--- src/rtl/skew_pingpong_buffer.sv ---
// ---------------------------------------------------------------------------
// skew_pingpong_buffer
//
// Double-buffered tile store that feeds a systolic array. The write side
// fills one DIM x DIM tile row by row while the read side drains the other
// tile as a diagonal wavefront: lane i is delayed by i cycles so that the
// elements arrive at the array edge already skewed.
//
// TRANSPOSE = 0 drains rows along lanes (A-side feed):    lane r -> M[r][t-r]
// TRANSPOSE = 1 drains columns along lanes (B-side feed): lane c -> M[t-c][c]
//
// Elements are BITS-wide two's complement values; the buffer only moves them.
//
// Ports
//   clk        single clock, every state update on its rising edge
//   rst        synchronous active-high reset
//   wr_en      write wr_data into row wr_row of the current write bank
//   wr_row     row index for wr_en
//   wr_data    row elements, element k = column k
//   wr_commit  mark the write bank complete and hand it to the read side
//   wr_ready   write bank is free; writes and commits are accepted
//   rd_start   request a drain of the current read bank
//   rd_busy    drain in progress
//   out_data   skewed lane outputs (registered)
//   out_valid  out_data carries a drain cycle
//   out_last   final drain cycle
//   bank_full  per-bank full flags
// ---------------------------------------------------------------------------
module skew_pingpong_buffer #(
  parameter int BITS      = 8,
  parameter int DIM       = 8,
  parameter int TRANSPOSE = 0
) (
  input  logic                           clk,
  input  logic                           rst,
  input  logic                           wr_en,
  input  logic [$clog2(DIM)-1:0]         wr_row,
  input  logic signed [DIM-1:0][BITS-1:0] wr_data,
  input  logic                           wr_commit,
  output logic                           wr_ready,
  input  logic                           rd_start,
  output logic                           rd_busy,
  output logic signed [DIM-1:0][BITS-1:0] out_data,
  output logic                           out_valid,
  output logic                           out_last,
  output logic [1:0]                     bank_full
);

  // The drain index t runs 0 .. 2*DIM-2, so it needs log2(2*DIM) bits.
  localparam int TW = $clog2(2 * DIM);
  localparam logic [TW-1:0] LAST_T = TW'(2 * DIM - 2);

  typedef enum logic {
    IDLE,
    DRAIN
  } state_t;

  state_t state;
  state_t next_state;

  // Element storage is left unreset: the row-valid bits decide what a
  // drain may expose, so stale contents are never visible.
  logic [DIM-1:0][BITS-1:0] mem [2][DIM];
  logic [DIM-1:0]           row_valid [2];
  logic                     wr_ptr;
  logic                     rd_ptr;
  logic [TW-1:0]            t_cnt;

  logic                     wr_accept;
  logic                     commit_accept;
  logic                     release_bank;
  logic [TW-1:0]            next_t;
  logic                     next_valid;
  logic                     next_last;
  logic [DIM-1:0][BITS-1:0] next_data;

  assign wr_ready      = !bank_full[wr_ptr];
  assign rd_busy       = (state == DRAIN);
  assign wr_accept     = wr_en && wr_ready;
  assign commit_accept = wr_commit && wr_ready;

  // Drain state register.
  always_ff @(posedge clk) begin
    if (rst) begin
      state <= IDLE;
    end else begin
      state <= next_state;
    end
  end

  // Drain sequencing. The output registers are loaded with the values for
  // the upcoming cycle, so a start accepted at one edge shows t = 0 right
  // after it, and the edge that ends the t = LAST_T cycle releases the bank.
  always_comb begin
    next_state   = state;
    release_bank = 1'b0;
    next_t       = '0;
    next_valid   = 1'b0;
    next_last    = 1'b0;
    case (state)
      IDLE: begin
        if (rd_start && bank_full[rd_ptr]) begin
          next_state = DRAIN;
          next_valid = 1'b1;
        end
      end
      DRAIN: begin
        if (t_cnt == LAST_T) begin
          next_state   = IDLE;
          release_bank = 1'b1;
        end else begin
          next_t     = t_cnt + TW'(1);
          next_valid = 1'b1;
          next_last  = (next_t == LAST_T);
        end
      end
      default: next_state = IDLE;
    endcase
  end

  // Wavefront selection for the upcoming cycle: each lane sits on the
  // anti-diagonal (next_t - lane); outside the tile, or on a row that was
  // never written, the lane carries zero.
  always_comb begin
    next_data = '0;
    if (next_valid) begin
      for (int lane = 0; lane < DIM; lane++) begin
        if ((int'(next_t) - lane >= 0) && (int'(next_t) - lane < DIM)) begin
          if (TRANSPOSE == 0) begin
            if (row_valid[rd_ptr][lane])
              next_data[lane] = mem[rd_ptr][lane][int'(next_t) - lane];
          end else begin
            if (row_valid[rd_ptr][int'(next_t) - lane])
              next_data[lane] = mem[rd_ptr][int'(next_t) - lane][lane];
          end
        end
      end
    end
  end

  // Row storage. Writes are gated by reset so a write presented together
  // with reset never lands.
  always_ff @(posedge clk) begin
    if (!rst && wr_accept) begin
      mem[wr_ptr][wr_row] <= wr_data;
    end
  end

  // Bank bookkeeping and registered outputs. A commit always targets the
  // write bank and a release always targets the read bank, which is full;
  // since a commit needs a free write bank the two never name the same bank
  // and both take effect in the same edge.
  always_ff @(posedge clk) begin
    if (rst) begin
      bank_full    <= '0;
      row_valid[0] <= '0;
      row_valid[1] <= '0;
      wr_ptr       <= 1'b0;
      rd_ptr       <= 1'b0;
      t_cnt        <= '0;
      out_data     <= '0;
      out_valid    <= 1'b0;
      out_last     <= 1'b0;
    end else begin
      t_cnt     <= next_t;
      out_data  <= next_data;
      out_valid <= next_valid;
      out_last  <= next_last;
      if (wr_accept) begin
        row_valid[wr_ptr][wr_row] <= 1'b1;
      end
      if (commit_accept) begin
        bank_full[wr_ptr] <= 1'b1;
        wr_ptr            <= ~wr_ptr;
      end
      if (release_bank) begin
        bank_full[rd_ptr] <= 1'b0;
        row_valid[rd_ptr] <= '0;
        rd_ptr            <= ~rd_ptr;
      end
    end
  end

endmodule

--- config.mk ---
export PLATFORM = sky130hd
export DESIGN_NAME = skew_pingpong_buffer
export DESIGN_NICKNAME = d
export VERILOG_FILES = /design/src/rtl/skew_pingpong_buffer.sv
export SDC_FILE = /design/constraint.sdc
export NUM_CORES = 1
export LEC_CHECK = 0
export BUFFER_PORTS_ARGS = -buffer_cell sky130_fd_sc_hd__buf_2
export CORE_UTILIZATION = 40
export DETAILED_ROUTE_END_ITERATION = 8
export GPL_TIMING_DRIVEN = 0
export PLACE_DENSITY_LB_ADDON = 0.2
export SYNTH_ARGS = -nofsm -noshare
export SYNTH_HDL_FRONTEND = slang
export SYNTH_SLANG_ARGS = --single-unit
--- constraint.sdc ---
create_clock -name clk -period 5.8 [get_ports clk]
set_clock_uncertainty 0.2 [all_clocks]
set_input_delay 0.29 -clock clk [delete_from_list [all_inputs] [get_ports clk]]
set_output_delay 0.29 -clock clk [all_outputs]
set_load 0.02 [all_outputs]
-- Yosys cells after proc, flatten, opt, wreduce, memory -nomap -nowiden
Memory sizes are Yosys's and may differ from the RTL's. A register that Yosys moved wholly into a read port is not among the register bits.
Index checks and enable logic that the tools add are counted.
- input bits: 72
- memory bits (writable): 1040
- logic and storage cells: 176
- flip-flop bits (word level): 74
- memories kept: 2
- output and inout bits: 70
- memory list (name ; words ; width ; rd ports ; clocked after memory_dff ; wr ports ; line ; RTL):
    mem ; 2 ; 512 ; 1 ; 1 ; 1 ; 63 ; logic [DIM-1:0][BITS-1:0] mem [2][DIM];
    row_valid ; 2 ; 8 ; 1 ; 1 ; 2 ; 64 ; logic [DIM-1:0] row_valid [2];
- $lt $le $gt $ge: 32
- mux-type cells: 65
- $add $sub $neg: 8
- reductions and logical operators: 29
- equal/unequal tests: 2
- bitwise operators: 24
- operators by type and width (cell ; number):
    $mux 512 ; 1
    $lt 32x5->1 const B ; 14
    $ge 32x1->1 const B ; 7
    $bmux 8 s3 ; 8
    $demux 64 s3 ; 1
    $mux 8 ; 19
    $mux 64 ; 1
    $reduce_or 4->1 ; 8
    $mux 1 ; 26
    $not 1->1 ; 20
    $sub 4x3->5 const B ; 4
    $logic_and 1x1->1 ; 16
    $reduce_or 8->1 ; 2
    $sub 4x2->5 const B ; 2
    $eq 4x4->1 const B ; 2
    $lt 4x4->1 const B ; 2
    $mux 4 ; 2
    $mux 2 ; 3
    $sub 4x1->5 const B ; 1
    $add 4x1->4 const B ; 1
    $ge 4x1->1 const B ; 1
    $ge 4x4->1 const B ; 1
    $lt 1x2->1 const B ; 2
    $lt 3x4->1 const B ; 1
    12 further kinds ; 15

-- Depth between registers and ports, before layout
- depth in word-level cells: 9
- mapped depth: 16
- depth with buffers taken out: 12

-- Least setup slack after synthesis
Ideal clock, no wire load.
- kind: reg2reg
- start: register wr_ptr
- end: memory mem[0][448] (netlist name), enable pin
- stages on the path, launching flop included: 5
- setup time: 0.567 ns
- data arrival time: 5.812 ns
- required time: 5.033 ns
- path buffers: 0
- slack: -0.779 ns
- path through: dfxtp_1 mux2i_1 nand2_1 or3_1 nor3_1
- longest elaborated chain between the ends: 7
- RTL lines (what ; line ; RTL):
    start: declaration ; 65 ; logic wr_ptr;
    start signal: assignment ; 174 ; wr_ptr <= ~wr_ptr;
    $mux 1 (not written as such) (2 in a row) ; 77 ; assign wr_ready = !bank_full[wr_ptr];
    $logic_not 1->1 ; 77 ;
    via wr_ready ; 40 ; output logic wr_ready,
    $logic_and 1x1->1 ; 79 ; assign wr_accept = wr_en && wr_ready;
    $logic_and 1x1->1 ; 144 ; if (!rst && wr_accept) begin
    $mux 1 ; 144 ;
    $mux 512 (not written as such) ; 145 ; mem[wr_ptr][wr_row] <= wr_data;
    end: declaration ; 63 ;
The timed path passes the listed nets, and every way through them passes these cells. The select of a mux whose other input is x is not followed.

-- Worst setup path in the final report
- start: register t_cnt[0]
- end: register out_data[25] (netlist name)
- longest elaborated chain between the ends: 8
- RTL lines (what ; line ; RTL):
    start: declaration ; 67 ; logic [TW-1:0] t_cnt;
    start signal: assignment ; 165 ; t_cnt <= next_t;
    $add 4x1->4 / $eq 4x4->1 (equally long branches) ; 112, 108 ;
    $mux 4 (*) ; 108 ; if (t_cnt == LAST_T) begin
    $mux 4 (*) ; 100 ; case (state)
    via next_t[1] ; 72 ; logic [TW-1:0] next_t;
    $sub 4x2->5 (*) ; - ;
    $ge 32x1->1 / $lt 32x5->1 (equally long branches) ; 128 ; if ((int'(next_t) - lane >= 0) && (int'(next_t) - lane < DIM)) begin
    $logic_and 1x1->1 ; 128 ;
    $not 1->1 (no line) ; - ;
    $reduce_or 4->1 (no line) ; - ;
    end signal: assignment ; 166 ; out_data <= next_data;
    end: declaration ; 43 ; output logic signed [DIM-1:0][BITS-1:0] out_data,
The timed path passes the listed nets; every way through them passes the cells marked *. The select of a mux whose other input is x is not followed.
A chain may end at the register's enable or synchronous reset.

==> run summary <==
Status: complete, no violations
Vias per inst: 5.88
Final std cells w/o fill: 4051
Post-synth EDFFs: 1024
DRT met1 WL: 52800 um
Synth warn: 0
Max Slew Vio Count: 0
Setup tns final: 0 ps
Vias in the first global route: 23645
DP HPWL: 88400 um
Largest net degree at the start of global routing: 35
Initial DRC Count: 3181
P_leak: 16.2 nW
Cell Rows: 118
Avg WL per Cell: 33.2 um
Worst hold path class: in2reg
Clock Sinks: 1115
FFs w/ async S/R, synth: 0%
Post-CTS Repair Setup Buffers: 0
Routed wire length: 134000 um
Net count, final: 2655
Final Setup Violations: 0
Fmax: 173 MHz
Core ar.: 104000 um2
Actual slew at the worst max-slew pin: 1410 ps
Hold Violations, Final: 0
Crit path kind: reg2reg
GRT Util Overall: 25.3%
Fill cells: 8714
Gr ovfl total: 0
Setup WS post-layout: 6.29 ps
Power per cell area: 339 nW/um2
Post-Synthesis Cells: 2205
Area delta synth->final: 18.9%
Syn nets: 2290
First-pass GRT wire length: 186000 um
Port Buf Inserts: 139
Starting Density: 40.6%
Period minus WS final: 5790 ps
Max-cap violation count: 0
Avg Cell Area, Syn: 19.1 um2
Root Buffer: clkbuf_16
CP Launch Type: register
Top FF cell, synth: edfxtp_1
Post-synthesis sequential area ratio: 77.1%
Clock slew at reported path FFs: 50 ps
Num ports: 142
Placed cells: 3764
CTS max path bufs: 3
Peak supply drop: 0.233 mV
Setup WS pre-CTS: -1750 ps
Setup crit end kind: register
CTS tree: yes
Initial antenna violation count: 16
Fin crit share: 99.9%
DIE WIDTH: 327 um
Die area: 107000 um2
DRC: 0
Clock Latency Late Sink: 700 ps
Mapped cell area: 42200 um2
CP Max Fanout: 12
Drt first pass iters: 5
Max layer used: met4
Data arrival time of the worst path: 6110 ps
Met2 wire len: 64500 um
GP Congestion: 0.906
Remaining antenna violation count after routing: 0
Synth Register Bits: 1115
DR WL met3: 11600 um
RSZ-0062 raised after global routing: no
Num CTS Buffers: 115
Worst-case headroom to the max-slew limit: 6.09%
Design Power: 0.0170 W
Routed vias: 23837
Critical Path RT: 6120 ps
H-tree depth: 3
Netlist cell types: 70
Die Y-Extent: 327 um
Share of cells above drive strength 1: 24.9%
[per-layer routing]
metal	global-route usage [%]	vias to the layer above
met3	4.47	212
met2	41.1	1270
met1	34.0	12606
met4	9.51	0
li1	-	9749
met5	0	-
[final cells by class]
type	count	area (um2)	share of cell area, %
repair buffers	249	2250	4.49
flip-flops and latches	1115	32600	64.9
multi-input cells	951	9190	18.3
plain buffers	124	708	1.41
clock inverters	56	518	1.03
clock buffers	159	3170	6.31
inverters	14	52.6	0.105
well taps	1380	1730	3.44
diodes	3	7.51	0.0150
[critical path, cell delays in order (launching register included)]
cell             delay [ps]
dfxtp_1                 590
inv_1                   130
ha_1                    320
and3_1                  280
buf_2                   300
nor3_4                  310
clkbuf_2                460
clkbuf_4                420
ha_2                    270
buf_2                   330
clkdlybuf4s15_2         550
clkbuf_2                430
mux4_2                  310
nor3_1                   50
nor4_1                  630
[cells by family after synthesis]
kind of cell | count (synthesis) | share of synthesized area (%)
DFF | 1115 | 77.1
buffers and inverters | 139 | 1.69
and+or+nand+nor | 443 | 5.12
adders and majority gates | 13 | 0.385
AOI/OAI and AO/OA | 245 | 4.24
muxes | 246 | 11.3
xor gates and xnor gates | 4 | 0.0830
[registers in the layout (all words and copies together), names as in the netlist, named ones only]
register and cells:
mem 1024, out_data 64, row_valid 16, t_cnt 4, bank_full 2, out_last 1
out_valid 1, rd_ptr 1, wr_ptr 1
[synth_stat cells (all sizes together) (18+ instances only)]
| library cell | number | area (um2) |
|---|---|---|
| mux2i | 55 | 551 |
| and3 | 60 | 375 |
| clkbuf | 44 | 166 |
| mux4 | 185 | 4170 |
| edfxtp | 1024 | 30700 |
| a211oi | 18 | 135 |
| a22oi | 34 | 260 |
| dfxtp | 91 | 1820 |
| nor2 | 70 | 275 |
| o21ai | 27 | 139 |
| nand2 | 150 | 563 |
| a21oi | 46 | 230 |
| a311oi | 21 | 184 |
| nor3 | 19 | 106 |
| nand3 | 80 | 410 |
| buf | 81 | 493 |
[power by group]
part	internal [W]	total [W]	switching [W]
logic	0.000277	0.000888	0.000611
registers	0.00883	0.00884	0.0000150
clock network	0.00420	0.00727	0.00307
total	0.0133	0.0170	0.00369
[worst paths after layout]
path | startpoint | end | slack (ps) | cells after the start
worst max-delay path | t_cnt[0]$_SDFF_PP0_ | out_data[25]$_SDFF_PP0_ | 6 | 14
worst max register to register | t_cnt[0]$_SDFF_PP0_ | out_data[25]$_SDFF_PP0_ | 6 | 14
worst min-delay path | rd_start | out_valid$_SDFF_PP0_ | 70 | 3
worst min register to register | row_valid[1][6]$_SDFF_PP0_ | row_valid[1][6]$_SDFF_PP0_ | 300 | 2
[metrics by stage]
stage / hold slack, ps / instance area (um2) / util [%]
after global placement: 267 / 44700 / 42.9
after floorplan: 189 / 42200 / -
after detailed placement: 283 / 45600 / 43.8
final: 69.0 / 50200 / 48.2
after global routing: 50.8 / 50200 / 48.2
after CTS: 1.62 / 50200 / 48.2
[what timing repair did]
action | 4_1_cts | 5_1_grt
hold buffers | 69 | 0
hold endpoints to repair | 1035 | 0
endpoints found under the setup margin | 33 | 20
gates cloned | 0 | 0
pin swaps | 0 | 1
resized for setup | 38 | 16
[cell usage in the layout, fill, tap and decap left out, types with 10 or more instances in the layout]
| master | instances |
|---|---|
| mux4_2 | 185 |
| o32ai_1 | 13 |
| a21oi_1 | 46 |
| a311oi_1 | 17 |
| ha_1 | 12 |
| clkbuf_16 | 118 |
| clkinv_2 | 12 |
| o211ai_1 | 10 |
| edfxtp_1 | 1024 |
| nand2_1 | 150 |
| dlygate4sd3_1 | 69 |
| a22oi_1 | 33 |
| clkbuf_1 | 66 |
| nand3_1 | 77 |
| buf_4 | 17 |
| nand4_1 | 17 |
| inv_1 | 12 |
| a2111oi_0 | 13 |
| buf_12 | 22 |
| and3_1 | 60 |
| nor2_4 | 13 |
| buf_16 | 12 |
| nor2_1 | 55 |
| o22ai_1 | 11 |
| clkbuf_2 | 12 |
| mux2i_1 | 55 |
| nor3_1 | 14 |
| clkinv_1 | 27 |
| nor2b_1 | 14 |
| o21ai_0 | 24 |
| dfxtp_1 | 91 |
| buf_2 | 183 |
(Power assumes the default switching activity.)
